<file path="src/rtl/leaf_link_adapter.sv">
// Leaf-side link stage: packs local boundary channels and stage-controller traffic into
// hub messages, and routes hub messages back to the local channels or stage controller.
module leaf_link_adapter #(
  parameter int FPGAID_WIDTH        = 4,
  parameter int FIFO_IDWIDTH        = 3,
  parameter int PAYLOAD_WIDTH       = 16,
  parameter int LOCAL_CHANNEL_COUNT = 4,
  parameter int MY_FPGA_ID          = 1,
  parameter logic [LOCAL_CHANNEL_COUNT*FPGAID_WIDTH-1:0] CHANNEL_DEST_IDS = '0,
  localparam int HUB_FIFO_WIDTH     = FPGAID_WIDTH + FIFO_IDWIDTH + PAYLOAD_WIDTH
) (
  input  logic                                         clk,
  input  logic                                         reset,
  input  logic [LOCAL_CHANNEL_COUNT*PAYLOAD_WIDTH-1:0] local_in_data,
  input  logic [LOCAL_CHANNEL_COUNT-1:0]               local_in_valid,
  output logic [LOCAL_CHANNEL_COUNT-1:0]               local_in_ready,
  input  logic [PAYLOAD_WIDTH-1:0]                     ctrl_in_data,
  input  logic                                         ctrl_in_valid,
  output logic                                         ctrl_in_ready,
  output logic [HUB_FIFO_WIDTH-1:0]                    upstream_fifo_out_data,
  output logic                                         upstream_fifo_out_valid,
  input  logic                                         upstream_fifo_out_ready,
  input  logic [HUB_FIFO_WIDTH-1:0]                    upstream_fifo_in_data,
  input  logic                                         upstream_fifo_in_valid,
  output logic                                         upstream_fifo_in_ready,
  output logic [PAYLOAD_WIDTH-1:0]                     local_out_data,
  output logic [LOCAL_CHANNEL_COUNT-1:0]               local_out_valid,
  input  logic [LOCAL_CHANNEL_COUNT-1:0]               local_out_ready,
  output logic [PAYLOAD_WIDTH-1:0]                     ctrl_out_data,
  output logic                                         ctrl_out_valid,
  input  logic                                         ctrl_out_ready,
  input  logic                                         local_has_message_flying,
  input  logic                                         local_has_odd_clusters,
  output logic                                         upstream_has_message_flying,
  output logic                                         upstream_has_odd_clusters,
  output logic [7:0]                                   misroute_count
);

  localparam int CH_W = (LOCAL_CHANNEL_COUNT > 1) ? $clog2(LOCAL_CHANNEL_COUNT) : 1;
  localparam int CW1  = CH_W + 1;
  localparam int FW1  = FIFO_IDWIDTH + 1;

  // ---------------- egress ----------------
  logic [CH_W-1:0] rr_ptr;
  logic [CH_W-1:0] grant_idx;
  logic [CH_W-1:0] rr_next;
  logic [CW1-1:0]  cand;
  logic            grant_found;
  logic            can_load;
  logic            load_ctrl;
  logic            load_local;
  logic [PAYLOAD_WIDTH-1:0] grant_payload;
  logic [FPGAID_WIDTH-1:0]  grant_dest;

  // Round-robin search starting at rr_ptr; the first valid channel found wins.
  always_comb begin
    grant_found = 1'b0;
    grant_idx   = '0;
    cand        = '0;
    for (int k = 0; k < LOCAL_CHANNEL_COUNT; k++) begin
      cand = {1'b0, rr_ptr} + CW1'(k);
      if (cand >= CW1'(LOCAL_CHANNEL_COUNT)) begin
        cand = cand - CW1'(LOCAL_CHANNEL_COUNT);
      end
      if (!grant_found && local_in_valid[cand[CH_W-1:0]]) begin
        grant_found = 1'b1;
        grant_idx   = cand[CH_W-1:0];
      end
    end
  end

  assign can_load   = !upstream_fifo_out_valid || upstream_fifo_out_ready;
  assign load_ctrl  = !reset && can_load && ctrl_in_valid;
  assign load_local = !reset && can_load && !ctrl_in_valid && grant_found;
  assign ctrl_in_ready = load_ctrl;

  assign rr_next = (grant_idx == CH_W'(LOCAL_CHANNEL_COUNT - 1)) ? '0 : grant_idx + 1'b1;
  assign grant_payload = local_in_data[int'(grant_idx)*PAYLOAD_WIDTH +: PAYLOAD_WIDTH];
  assign grant_dest    = CHANNEL_DEST_IDS[int'(grant_idx)*FPGAID_WIDTH +: FPGAID_WIDTH];

  always_comb begin
    local_in_ready = '0;
    for (int i = 0; i < LOCAL_CHANNEL_COUNT; i++) begin
      local_in_ready[i] = load_local && (grant_idx == CH_W'(i));
    end
  end

  always_ff @(posedge clk) begin
    if (reset) begin
      upstream_fifo_out_valid <= 1'b0;
      upstream_fifo_out_data  <= '0;
      rr_ptr                  <= '0;
    end else if (load_ctrl) begin
      upstream_fifo_out_valid <= 1'b1;
      upstream_fifo_out_data  <= {{FPGAID_WIDTH{1'b0}}, {FIFO_IDWIDTH{1'b1}}, ctrl_in_data};
    end else if (load_local) begin
      upstream_fifo_out_valid <= 1'b1;
      upstream_fifo_out_data  <= {grant_dest, FIFO_IDWIDTH'(grant_idx), grant_payload};
      rr_ptr                  <= rr_next;
    end else if (can_load) begin
      upstream_fifo_out_valid <= 1'b0;
    end
  end

  // ---------------- ingress ----------------
  logic [FPGAID_WIDTH-1:0]        in_dest;
  logic [FIFO_IDWIDTH-1:0]        in_fid;
  logic [PAYLOAD_WIDTH-1:0]       in_payload;
  logic                           in_is_mine;
  logic                           in_is_ctrl;
  logic                           in_is_local;
  logic [LOCAL_CHANNEL_COUNT-1:0] in_onehot;
  logic [LOCAL_CHANNEL_COUNT-1:0] hold_local;
  logic                           hold_ctrl;
  logic [PAYLOAD_WIDTH-1:0]       hold_data;
  logic                           hold_valid;
  logic                           hold_drained;
  logic                           in_accept;

  assign {in_dest, in_fid, in_payload} = upstream_fifo_in_data;
  assign in_is_mine  = (in_dest == FPGAID_WIDTH'(MY_FPGA_ID));
  assign in_is_ctrl  = (in_fid == {FIFO_IDWIDTH{1'b1}});
  assign in_is_local = ({1'b0, in_fid} < FW1'(LOCAL_CHANNEL_COUNT));

  always_comb begin
    in_onehot = '0;
    for (int i = 0; i < LOCAL_CHANNEL_COUNT; i++) begin
      in_onehot[i] = (in_fid == FIFO_IDWIDTH'(i));
    end
  end

  assign hold_valid   = hold_ctrl || (|hold_local);
  assign hold_drained = (hold_ctrl && ctrl_out_ready) || (|(hold_local & local_out_ready));
  assign upstream_fifo_in_ready = !reset && (!hold_valid || hold_drained);
  assign in_accept    = upstream_fifo_in_valid && upstream_fifo_in_ready;

  // Dropped messages are consumed on acceptance and never occupy the hold register.
  always_ff @(posedge clk) begin
    if (reset) begin
      hold_local     <= '0;
      hold_ctrl      <= 1'b0;
      hold_data      <= '0;
      misroute_count <= '0;
    end else if (in_accept) begin
      if (in_is_mine && in_is_ctrl) begin
        hold_ctrl  <= 1'b1;
        hold_local <= '0;
        hold_data  <= in_payload;
      end else if (in_is_mine && in_is_local) begin
        hold_ctrl  <= 1'b0;
        hold_local <= in_onehot;
        hold_data  <= in_payload;
      end else begin
        hold_ctrl  <= 1'b0;
        hold_local <= '0;
        if (misroute_count != 8'hFF) begin
          misroute_count <= misroute_count + 8'd1;
        end
      end
    end else if (hold_drained) begin
      hold_ctrl  <= 1'b0;
      hold_local <= '0;
    end
  end

  assign local_out_valid = hold_local;
  assign ctrl_out_valid  = hold_ctrl;
  assign local_out_data  = hold_data;
  assign ctrl_out_data   = hold_data;

  // ---------------- status ----------------
  always_ff @(posedge clk) begin
    if (reset) begin
      upstream_has_message_flying <= 1'b0;
      upstream_has_odd_clusters   <= 1'b0;
    end else begin
      upstream_has_message_flying <= upstream_fifo_out_valid | hold_valid | (|local_in_valid) |
                                     ctrl_in_valid | upstream_fifo_in_valid |
                                     local_has_message_flying;
      upstream_has_odd_clusters   <= local_has_odd_clusters;
    end
  end

endmodule

</file>
<file path="config.mk">
export PLATFORM = sky130hd
export DESIGN_NAME = leaf_link_adapter
export DESIGN_NICKNAME = d
export VERILOG_FILES = /design/src/rtl/leaf_link_adapter.sv
export SDC_FILE = /design/constraint.sdc
export NUM_CORES = 1
export LEC_CHECK = 0
export BUFFER_PORTS_ARGS = -buffer_cell sky130_fd_sc_hd__buf_2
export CAP_MARGIN = 20
export CORE_MARGIN = 10
export CORE_UTILIZATION = 38
export DETAILED_ROUTE_END_ITERATION = 12
export PLACE_DENSITY_LB_ADDON = 0.05
export SKIP_LAST_GASP = 1
export SLEW_MARGIN = 20
export SYNTH_ARGS = -nofsm -noshare
export SYNTH_HDL_FRONTEND = slang
export SYNTH_SLANG_ARGS = --single-unit
</file>
<file path="constraint.sdc">
create_clock -name clk -period 2.1 [get_ports clk]
set_clock_uncertainty 0.2 [all_clocks]
set_input_delay 0.42 -clock clk [delete_from_list [all_inputs] [get_ports clk]]
set_output_delay 0.42 -clock clk [all_outputs]
set_load 0.05 [all_outputs]
</file>
After elaboration in Yosys (flattened, before gate mapping)
Index checks and enable logic that the tools add are counted.
{ "word_totals": {"ff_bits": 57, "inputBits": 119, "romBits": 0, "elab_cells": 123, "latch_bits": 0, "mem_bits_rw": 0, "n_memories": 0} }
{ "op_classes": {"shifts": 2, "bitwise_logic": 9, "div": 0, "eq_ne": 9, "n_reduce_logical": 40, "mux": 35, "n_mul": 0, "magnitude_cmp": 9, "add_sub_neg": 9} }
{ "op_table": {"columns": ["op", "count"], "rows": [
  ["64-bit by 7-bit indexed part select with 16-bit output", 1],
  ["19-bit 2-to-1 mux", 2],
  ["16-bit 2-to-1 mux", 2],
  ["2-bit 2-to-1 mux", 9],
  ["1-bit logical AND", 16],
  ["4-bit 2-to-1 mux", 4],
  ["16-bit by 5-bit indexed part select with 4-bit output (first input constant)", 1],
  ["1-bit 2-to-1 mux", 14],
  ["2-bit by 3-bit less-than comparator with 1-bit output (second input constant)", 4],
  ["4-bit OR reduction", 3],
  ["3-bit >= comparator (second input constant)", 3],
  ["8-bit by 1-bit adder with 8-bit output (second input constant)", 1],
  ["1-bit binary-select mux with 2-bit select", 4],
  ["8-bit != test (second input constant)", 1],
  ["2-bit by 1-bit subtractor with 2-bit output (second input constant)", 4],
  ["1-bit zero test", 7],
  ["2-bit by 2-bit adder with 3-bit output (second input constant)", 2],
  ["3-bit by 2-bit equality test with 1-bit output (second input constant)", 2],
  ["2-bit nonzero test", 3],
  ["1-bit bitwise OR", 5],
  ["4-bit bitwise AND", 1],
  ["2-bit equality test (second input constant)", 2],
  ["4-bit by 1-bit equality test with 1-bit output (second input constant)", 1],
  ["1-bit logical OR", 4],
  ["14 further kinds", 17]
]} }

Longest topological paths before layout
Gate-level depths: netlist of the first run.
{ "logic_depth": {"word_depth": 17, "mapped_depth": 8, "ltp_nobuf": 8} }

Least setup slack after synthesis of the first run
No wires, ideal clock.
{ "synth_timing": {"path_kind": "register -> output", "from": "reg upstream_fifo_out_valid", "to": "out local_in_ready[3]", "t_required_ns": 1.480, "path_stages_with_launch": 8, "path_slack_ns": -0.860, "t_arrival_ns": 2.340, "cell_sequence": "dfxtp_1 > nor2b_1 > nor2_1 > nand2_1 > inv_1 > nor3_2 > nand2_1 > nor2_1"} }
{ "synth_via": {"elab_chain_len": 6} }
{ "synth_lines": {"columns": ["item", "line_no", "rtl"], "rows": [
  ["from (decl)", "21", "output logic upstream_fifo_out_valid,"],
  ["from (signal assigned)", "90", "upstream_fifo_out_valid <= 1'b0;"],
  ["from (signal assigned)", "94", "upstream_fifo_out_valid <= 1'b1;"],
  ["from (signal assigned)", "97", "upstream_fifo_out_valid <= 1'b1;"],
  ["1-bit zero test", "72", "assign can_load = !upstream_fifo_out_valid || upstream_fifo_out_ready;"],
  ["1-bit logical OR", "72", null],
  ["1-bit logical AND (3 in series)", "74", "assign load_local = !reset && can_load && !ctrl_in_valid && grant_found;"],
  ["1-bit logical AND", "84", "local_in_ready[i] = load_local && (grant_idx == CH_W'(i));"],
  ["to (decl)", "16", "output logic [LOCAL_CHANNEL_COUNT-1:0] local_in_ready,"]
]} }
No other way between the ends.

Worst setup path in the final report of the first run
{ "layout_timing": {"from": "in local_in_valid[0]", "to": "out local_in_ready[0]"} }
{ "layout_via": {"elab_chain_len": 14, "elab_cells_between_ends": 25} }
{ "layout_lines": {"columns": ["item", "line_no", "rtl"], "rows": [
  ["from (decl)", "15", "input logic [LOCAL_CHANNEL_COUNT-1:0] local_in_valid,"],
  ["1-bit binary-select mux with 2-bit select", "65", "if (!grant_found && local_in_valid[cand[CH_W-1:0]]) begin"],
  ["1-bit 2-to-1 mux (not written as such)", "65", null],
  ["1-bit 2-to-1 mux", "65", null],
  ["1-bit zero test", "65", null],
  ["1-bit logical AND", "65", null],
  ["1-bit 2-to-1 mux", "65", null],
  ["1-bit zero test", "65", null],
  ["1-bit logical AND", "65", null],
  ["1-bit 2-to-1 mux", "65", null],
  ["1-bit zero test", "65", null],
  ["1-bit logical AND", "65", null],
  ["2-bit 2-to-1 mux or 1-bit 2-to-1 mux (tied branches)", "65", null],
  ["2-bit zero test or 1-bit logical AND (tied branches)", "84, 74", null],
  ["1-bit logical AND (*)", "84", null]
]} }
Every way passes the cells marked *; elsewhere a longest branch is shown, timed or not. The select of a mux whose other input is x is not followed.

==> results of run 1 <==
==> routing by layer <==
| metal | global-route usage (%) | wire, um | vias up |
|---|---|---|---|
| met5 | 0 | 0 | - |
| met4 | 4.55 | 89 | 0 |
| met3 | 8.86 | 1190 | 6 |
| met2 | 33.0 | 5690 | 135 |
| met1 | 19.7 | 4370 | 1512 |
| li1 | - | - | 1631 |
==> per-stage QoR <==
step           power [uW]  worst slack [ns]  TNS (ns)  utilization, %  instances
2_1_floorplan        1610            -0.215     -3.99               -        335
3_3_place_gp         1890            -0.359     -7.74            56.8        628
3_5_place_dp         1900            -0.377     -8.67            56.8        628
4_1_cts              2510            -0.222     -2.14            63.6        649
5_1_grt              2670            -0.275     -4.91            67.5        662
6_report             2540            -0.228     -2.55            67.5        662
==> cell usage in the layout, fill, tap and decap left out, types with 5 or more instances in the layout <==
cell,count
a21oi_2,17
nor2_4,6
nand2_2,18
buf_4,51
buf_12,5
nand2_1,5
nor2_1,17
clkbuf_8,5
buf_6,12
o21ai_0,19
inv_1,8
a21oi_1,6
mux2_2,16
dfxtp_1,46
buf_2,184
nand2_4,17
a32oi_1,10
mux2i_1,26
==> worst max-delay path: stages <==
cell,delay (ns)
buf_6,0.09
or4_4,0.54
o211ai_1,0.17
buf_4,0.15
nor3_4,0.05
nand2_2,0.09
nor2_4,0.04
buf_8,0.14
==> sequential cells by signal, indices dropped and copies added, names as in the netlist <==
name                         flops
upstream_has_message_flying      1
ctrl_out_valid                   1
upstream_has_odd_clusters        1
rr_ptr                           2
upstream_fifo_out_data          19
local_out_valid                  4
ctrl_out_data                   16
upstream_fifo_out_valid          1
misroute_count                   8
==> kinds of logic (layout without fill, tap and decap cells) <==
logic type,Yosys count,in the layout,share of synthesized area [%]
other cells,1,4,0.130
compound gates,84,85,20.1
buf+inv,48,275,9.55
simple gates,97,97,16.0
flops,53,53,36.7
fa+ha+maj,2,2,0.865
mux,42,42,15.2
xor+xnor,5,5,1.51
==> how the worst max path moves through the flow <==
stage	start	to	slack [ns]	depth (start not counted)
2_1_floorplan	local_in_valid[0]	local_in_ready[1]	-0.22	4
3_3_place_gp	local_in_valid[0]	local_in_ready[3]	-0.36	7
3_5_place_dp	local_in_valid[0]	local_in_ready[3]	-0.38	7
4_1_cts	local_in_valid[0]	local_in_ready[1]	-0.22	7
5_1_grt	upstream_fifo_out_valid	local_in_ready[0]	-0.27	8
6_report	local_in_valid[0]	local_in_ready[0]	-0.23	8
==> layout make-up <==
type	instances	area (um^2)
clock buffers	7	76.3
repair buffers	258	1650
fillers	627	2380
clock inverters	1	7.51
inverters	9	33.8
flip-flops and latches	53	1080
multi-input cells	235	1980
well taps	99	124
==> timing repair <==
| item | 4_1_cts | 5_1_grt |
|---|---|---|
| gates resized for setup | 84 | 40 |
| cloned | 3 | 1 |
| endpoints found under the setup margin | 43 | 47 |
| pin swaps | 42 | 29 |
| buffers inserted | 10 | 13 |
| hold buffers | 0 | 0 |
| endpoints found under the hold margin | 0 | 0 |
==> report_power, final <==
group | switching [uW] | leakage, uW | internal, uW
registers | 33.6 | 0.000438 | 1050
clock network | 335 | 0.0000385 | 237
logic | 510 | 0.00192 | 373
total | 879 | 0.00240 | 1660
==> impl_results.md, run 1 <==
- Status: complete, but fails checks
- Failing checks: design-rule violations, negative setup slack
- Row count: 31
- Period utilization: 111%
- P per Cell Area: 514 mW/mm^2
- Initial core utilization: 39.5%
- Finish-stage setup viols: 25
- H-tree lvl count: 2
- CTS max path bufs: 2
- Clk root buf: clkbuf_8
- N_diodes: 0
- Layout cells sized above 1: 65.7%
- Worst Hold Class: in2reg
- P&R area growth vs syn: 71.0%
- Fin area: 0.00495 mm^2
- Post-route antenna net violation count: 0
- Remaining Overflow, GRT: 0
- Nets: 683
- Synth top area share: 36.7%
- Yosys reg bits: 53
- Die Ht: 107 um
- First-pass GRT wire length: 17,800 um
- DIE AREA: 0.0115 mm^2
- WL final: 11,300 um
- Cell depth of the worst flop-to-flop path: 10
- CTS tree: built
- Worst skew pair latency: 0.30 ns
- Vias in the first global route: 3,617
- Mapped Avg Cell Area: 8.72 um^2
- Placed Area: 0.00417 mm^2
- Post-Syn Area: 0.00289 mm^2
- Horiz. Die Dim: 107 um
- Critical path class: in2out
- Drt pass-1 iters: 8
- F_max: 0.430 GHz
- Initial antenna violation count: 0
- Tot GR Track Use: 18.7%
- Count leader, synth: dfxtp_1
- R2r endpoint: ctrl_out_data[8]
- Primary FF master, synth: dfxtp_1
- Fin crit period: 2.33 ns
- Async SR Flop Fraction: 0%
- P_leak: 0.00240 uW
- Post-synth EDFFs: 0
- 1st-iter DRT viols: 56
- Arr. time, crit path: 1.71 ns
- Via count: 3,284
- Avg WL per Cell: 17.1 um
- CTS Buf Count: 5
- Core area: 0.00733 mm^2
- WP data required: 1.48 ns
- DPL Wire Length: 8660 um
- IO Port Bufs: 191
- Post-synth top area cell: dfxtp_1
- Critical Path Fanout Max: 4
- Synth cell count leaders: 53 x dfxtp_1, 40 x nand2_1, 26 x mux2i_1
- Netlist cell types: 51
- Largest net degree at the start of global routing: 23
- MaxCap Viol Count: 0
- IO Count: 196
- Remaining DRCs: 1
- YS warnings: 0
- Worst hold stages: 3
- CTS sink count: 53
- Final Hold Fails: 0
- Worst reg2reg setup slack: -0.11 ns
- Hold slack: 0.117 ns
- CP Launch Type: input port
- Hold Path Sink: upstream_fifo_out_data[7]
- Fin. max-slew vios: 0
- Ranking of synthesized cells by area: dfxtp_1 37%, mux2i_1 9.0%, mux2_2 6.2%
- HP Start: ctrl_in_data[7]
- Final worst setup slack: -0.228 ns
- RSZ-0062 raised after global routing: true
- Synth Instances: 332
- Clock transition at path regs: 0.09 ns
- Element type at the critical path end: primary output
- Worst r2r src: local_out_valid[1]
- Vias/cell: 4.96
- Worst IR Drop VDD: 0.000304 V
- GP Congestion: 0.845
- Seq/Total Area, Yosys: 36.7%
No activity file was read; power rests on OpenSTA's default activity.
==> run 2, diff against run 1 <==
CELL_PAD_IN_SITES_DETAIL_PLACEMENT = 0   (was unset)
CELL_PAD_IN_SITES_GLOBAL_PLACEMENT = 2   (was unset)
CORE_ASPECT_RATIO = 1.25   (was unset)
CORE_UTILIZATION = 20   (was 38)
==> run 2 against run 1 <==
Effect of this change: the flow finishes with violations (negative setup slack); sequential cell count is the same; non-clock buffer count up 1; core utilization decreased by 31 points; total power increased by 13%; worst hold slack improved by 0.012 ns; cell area up 5.1%; critical path depth down 2; first-iteration DRC count up 50%; largest power group unchanged.
==> impl_results.md, run 2 (synthesis results as in run 1) <==
- Status: complete, but fails checks (unchanged)
- MaxCap Viol Count: 0 (unchanged)
- Remaining DRCs: 0 (was 1)
- Critical Path Fanout Max: 4 (unchanged)
- Fin crit period: 2.36 ns (was 2.33 ns)
- Switching Share: 33.1% (was 34.6%)
- Layout cells sized above 1: 65.8% (was 65.7%)
- Met2 WL: 6750 um (was 5690 um)
- DPL Wire Length: 9680 um (was 8660 um)
- Fin. max-slew vios: 0 (unchanged)
- Post-route antenna net violation count: 0 (unchanged)
- CTS sink count: 53 (unchanged)
- Inst Count DP: 712 (was 628)
- Initial antenna violation count: 1 (was 0)
- Die Ht: 154 um (was 107 um)
- Non-filler instance count after layout: 740 (was 662)
- Arr. time, crit path: 1.74 ns (was 1.71 ns)
- Worst path depth: 6 (was 8)
- Leading cell types in the layout, fill and taps excluded: 184 x buf_2, 49 x buf_4, 47 x dfxtp_1 (was 184 x buf_2, 51 x buf_4, 46 x dfxtp_1)
- IO Count: 196 (unchanged)
- Clock group share of total power: 30.0% (was 22.5%)
- P_leak: 0.00249 uW (was 0.00240 uW)
- Failing checks: negative setup slack (was design-rule violations, negative setup slack)
- Remaining Overflow, GRT: 0 (unchanged)
- Biggest register: upstream_fifo_out_data (unchanged)
- Via count: 3,274 (was 3,284)
- F_max: 0.423 GHz (was 0.430 GHz)
- Cell depth of the worst flop-to-flop path: 8 (was 10)
- Core area: 0.0143 mm^2 (was 0.00733 mm^2)
- Horiz. Die Dim: 128 um (was 107 um)
- CTS tree: built (unchanged)
- Comb pwr share: 32.3% (was 34.7%)
- Net Sw Power: 949 uW (was 879 uW)
- Element type at the critical path end: primary output (unchanged)
- Critical path's top delay family: simple AND/OR/NAND/NOR gates (unchanged)
- Clk root buf: clkbuf_16 (was clkbuf_8)
- Clock transition at path regs: 0.07 ns (was 0.09 ns)
- Avg WL per Cell: 17.3 um (was 17.1 um)
- H-tree lvl count: 2 (unchanged)
- DIE AREA: 0.0197 mm^2 (was 0.0115 mm^2)
- Max reg flops: 19 (unchanged)
- Slowest stage cell, crit path: or4_4 (unchanged)
- Top sig layer: met5 (was met4)
- CP cell instances: buf_6 > or4_4 > o211ai_1 > nor3_4 > and2_4 > buf_8 (was buf_6 > or4_4 > o211ai_1 > buf_4 > nor3_4 > nand2_2 > nor2_4 > buf_8)
- Nets: 683 (unchanged)
- Period utilization: 113% (was 111%)
- GP Congestion: 0.764 (was 0.845)
- CP max stage delay: 0.53 ns (was 0.54 ns)
- Initial core utilization: 20.3% (was 39.5%)
- CP Launch Type: input port (unchanged)
- Finish-stage setup viols: 32 (was 25)
- WL met1: 4620 um (was 4370 um)
- WP data required: 1.48 ns (about the same)
- P&R area growth vs syn: 79.6% (was 71.0%)
- Most common cell after layout, fill and taps aside: buf_2 (unchanged)
- Vias in the first global route: 3,692 (was 3,617)
- Int Power: 1920 uW (was 1660 uW)
- CTS Buf Count: 5 (unchanged)
- Drt pass-1 iters: 4 (was 8)
- Seq pwr share: 37.7% (was 42.8%)
- RSZ-0062 raised after global routing: true (unchanged)
- Final worst setup slack: -0.264 ns (was -0.228 ns)
- Row count: 49 (was 31)
- IO Port Bufs: 191 (unchanged)
- First-pass GRT wire length: 19,600 um (was 17,800 um)
- N_diodes: 0 (unchanged)
- Buf/Inv on CP: 2 (was 3)
- Largest net degree at the start of global routing: 30 (was 23)
- Worst Hold Class: in2reg (unchanged)
- Met3 wire length: 1310 um (was 1190 um)
- Number of fill cells in the layout: 1,520 (was 627)
- Worst hold stages: 3 (unchanged)
- Worst skew pair latency: 0.29 ns (was 0.30 ns)
- WL final: 12,800 um (was 11,300 um)
- # hold bufs at CTS: 0 (unchanged)
- Worst IR Drop VDD: 0.000263 V (was 0.000304 V)
- P per Cell Area: 552 mW/mm^2 (was 514 mW/mm^2)
- 1st-iter DRT viols: 84 (was 56)
- Critical path class: in2out (unchanged)
- Tot GR Track Use: 12.3% (was 18.7%)
- Vias/cell: 4.42 (was 4.96)
- Final Hold Fails: 0 (unchanged)
- CTS max path bufs: 2 (unchanged)
- Pre-CTS setup slack: -0.397 ns (was -0.377 ns)
## run 2: cell count changes in the layout (fill, tap and decap cells not counted), moves of 2 or more
| cell | change |
|---|---|
| clkbuf_16 | +8 |
| clkbuf_8 | -4 |
| nor3_2 | -4 |
| nor3_4 | +4 |
| buf_12 | +3 |
| buf_4 | -2 |
| buf_6 | -2 |
| clkbuf_1 | -2 |
| nand2_4 | -2 |
## run 2: final cells by class
type | count | area, um^2 | area share (%)
Tap cell | 178 | 223 | 4.28
Multi-Input combinational cell | 234 | 1980 | 38.2
Timing Repair Buffer | 259 | 1730 | 33.4
Sequential cell | 53 | 1080 | 20.7
Clock inverter | 1 | 6.26 | 0.120
Inverter | 9 | 33.8 | 0.650
Clock buffer | 6 | 139 | 2.67
## run 2: path summary, 6_finish.rpt
kind | slack [ns] | from | end
hold reg to reg | 0.27 | ctrl_out_data[7] | ctrl_out_data[7]
hold / removal | 0.13 | ctrl_in_data[8] | upstream_fifo_out_data[8]
setup reg to reg | -0.18 | local_out_valid[2] | misroute_count[4]
setup / recovery | -0.26 | local_in_valid[0] | local_in_ready[1]
## run 2: power groups by stage
stage | Combinational, uW | Sequential [uW] | Clock, uW
global placement | 824 | 1100 | 0
finish | 926 | 1080 | 861
global route | 1000 | 1090 | 946
detailed placement | 823 | 1100 | 0
CTS | 878 | 1080 | 913
floorplan | 332 | 1280 | 0
## run 2: worst reg2reg max path: cells and delay by family, from the launching register on
| family | cells | cell delay, ns |
|---|---|---|
| buf+inv | 3 | 0.40 |
| flops | 1 | 0.35 |
| compound gates | 2 | 0.28 |
| simple gates | 3 | 0.98 |
## run 2: repair_timing
item / CTS / global route
gates resized for setup: 70 / 60
setup buffers: 11 / 7
pin swaps: 47 / 39
cloned: 3 / 3
endpoints found under the setup margin: 44 / 51
## run 2: routing by layer
metal / global-route usage, % / vias up
li1: - / 1635
met1: 12.1 / 1508
met2: 22.6 / 122
met3: 6.16 / 7
met4: 2.58 / 2
met5: 0 / -
## run 2: metrics by stage
| stage | TNS (ns) | util, % | instance area (um^2) | hold slack, ns | total power, uW |
|---|---|---|---|---|---|
| after detailed placement | -7.66 | 30.2 | 4320 | 0.255 | 1930 |
| after floorplan | -3.99 | - | 2990 | 0.316 | 1610 |
| after global placement | -6.94 | 30.2 | 4320 | 0.245 | 1930 |
| final | -3.53 | 36.4 | 5200 | 0.129 | 2870 |
| after global routing | -7.79 | 36.4 | 5200 | 0.127 | 3040 |
| after CTS | -3.17 | 34.1 | 4870 | 0.113 | 2870 |
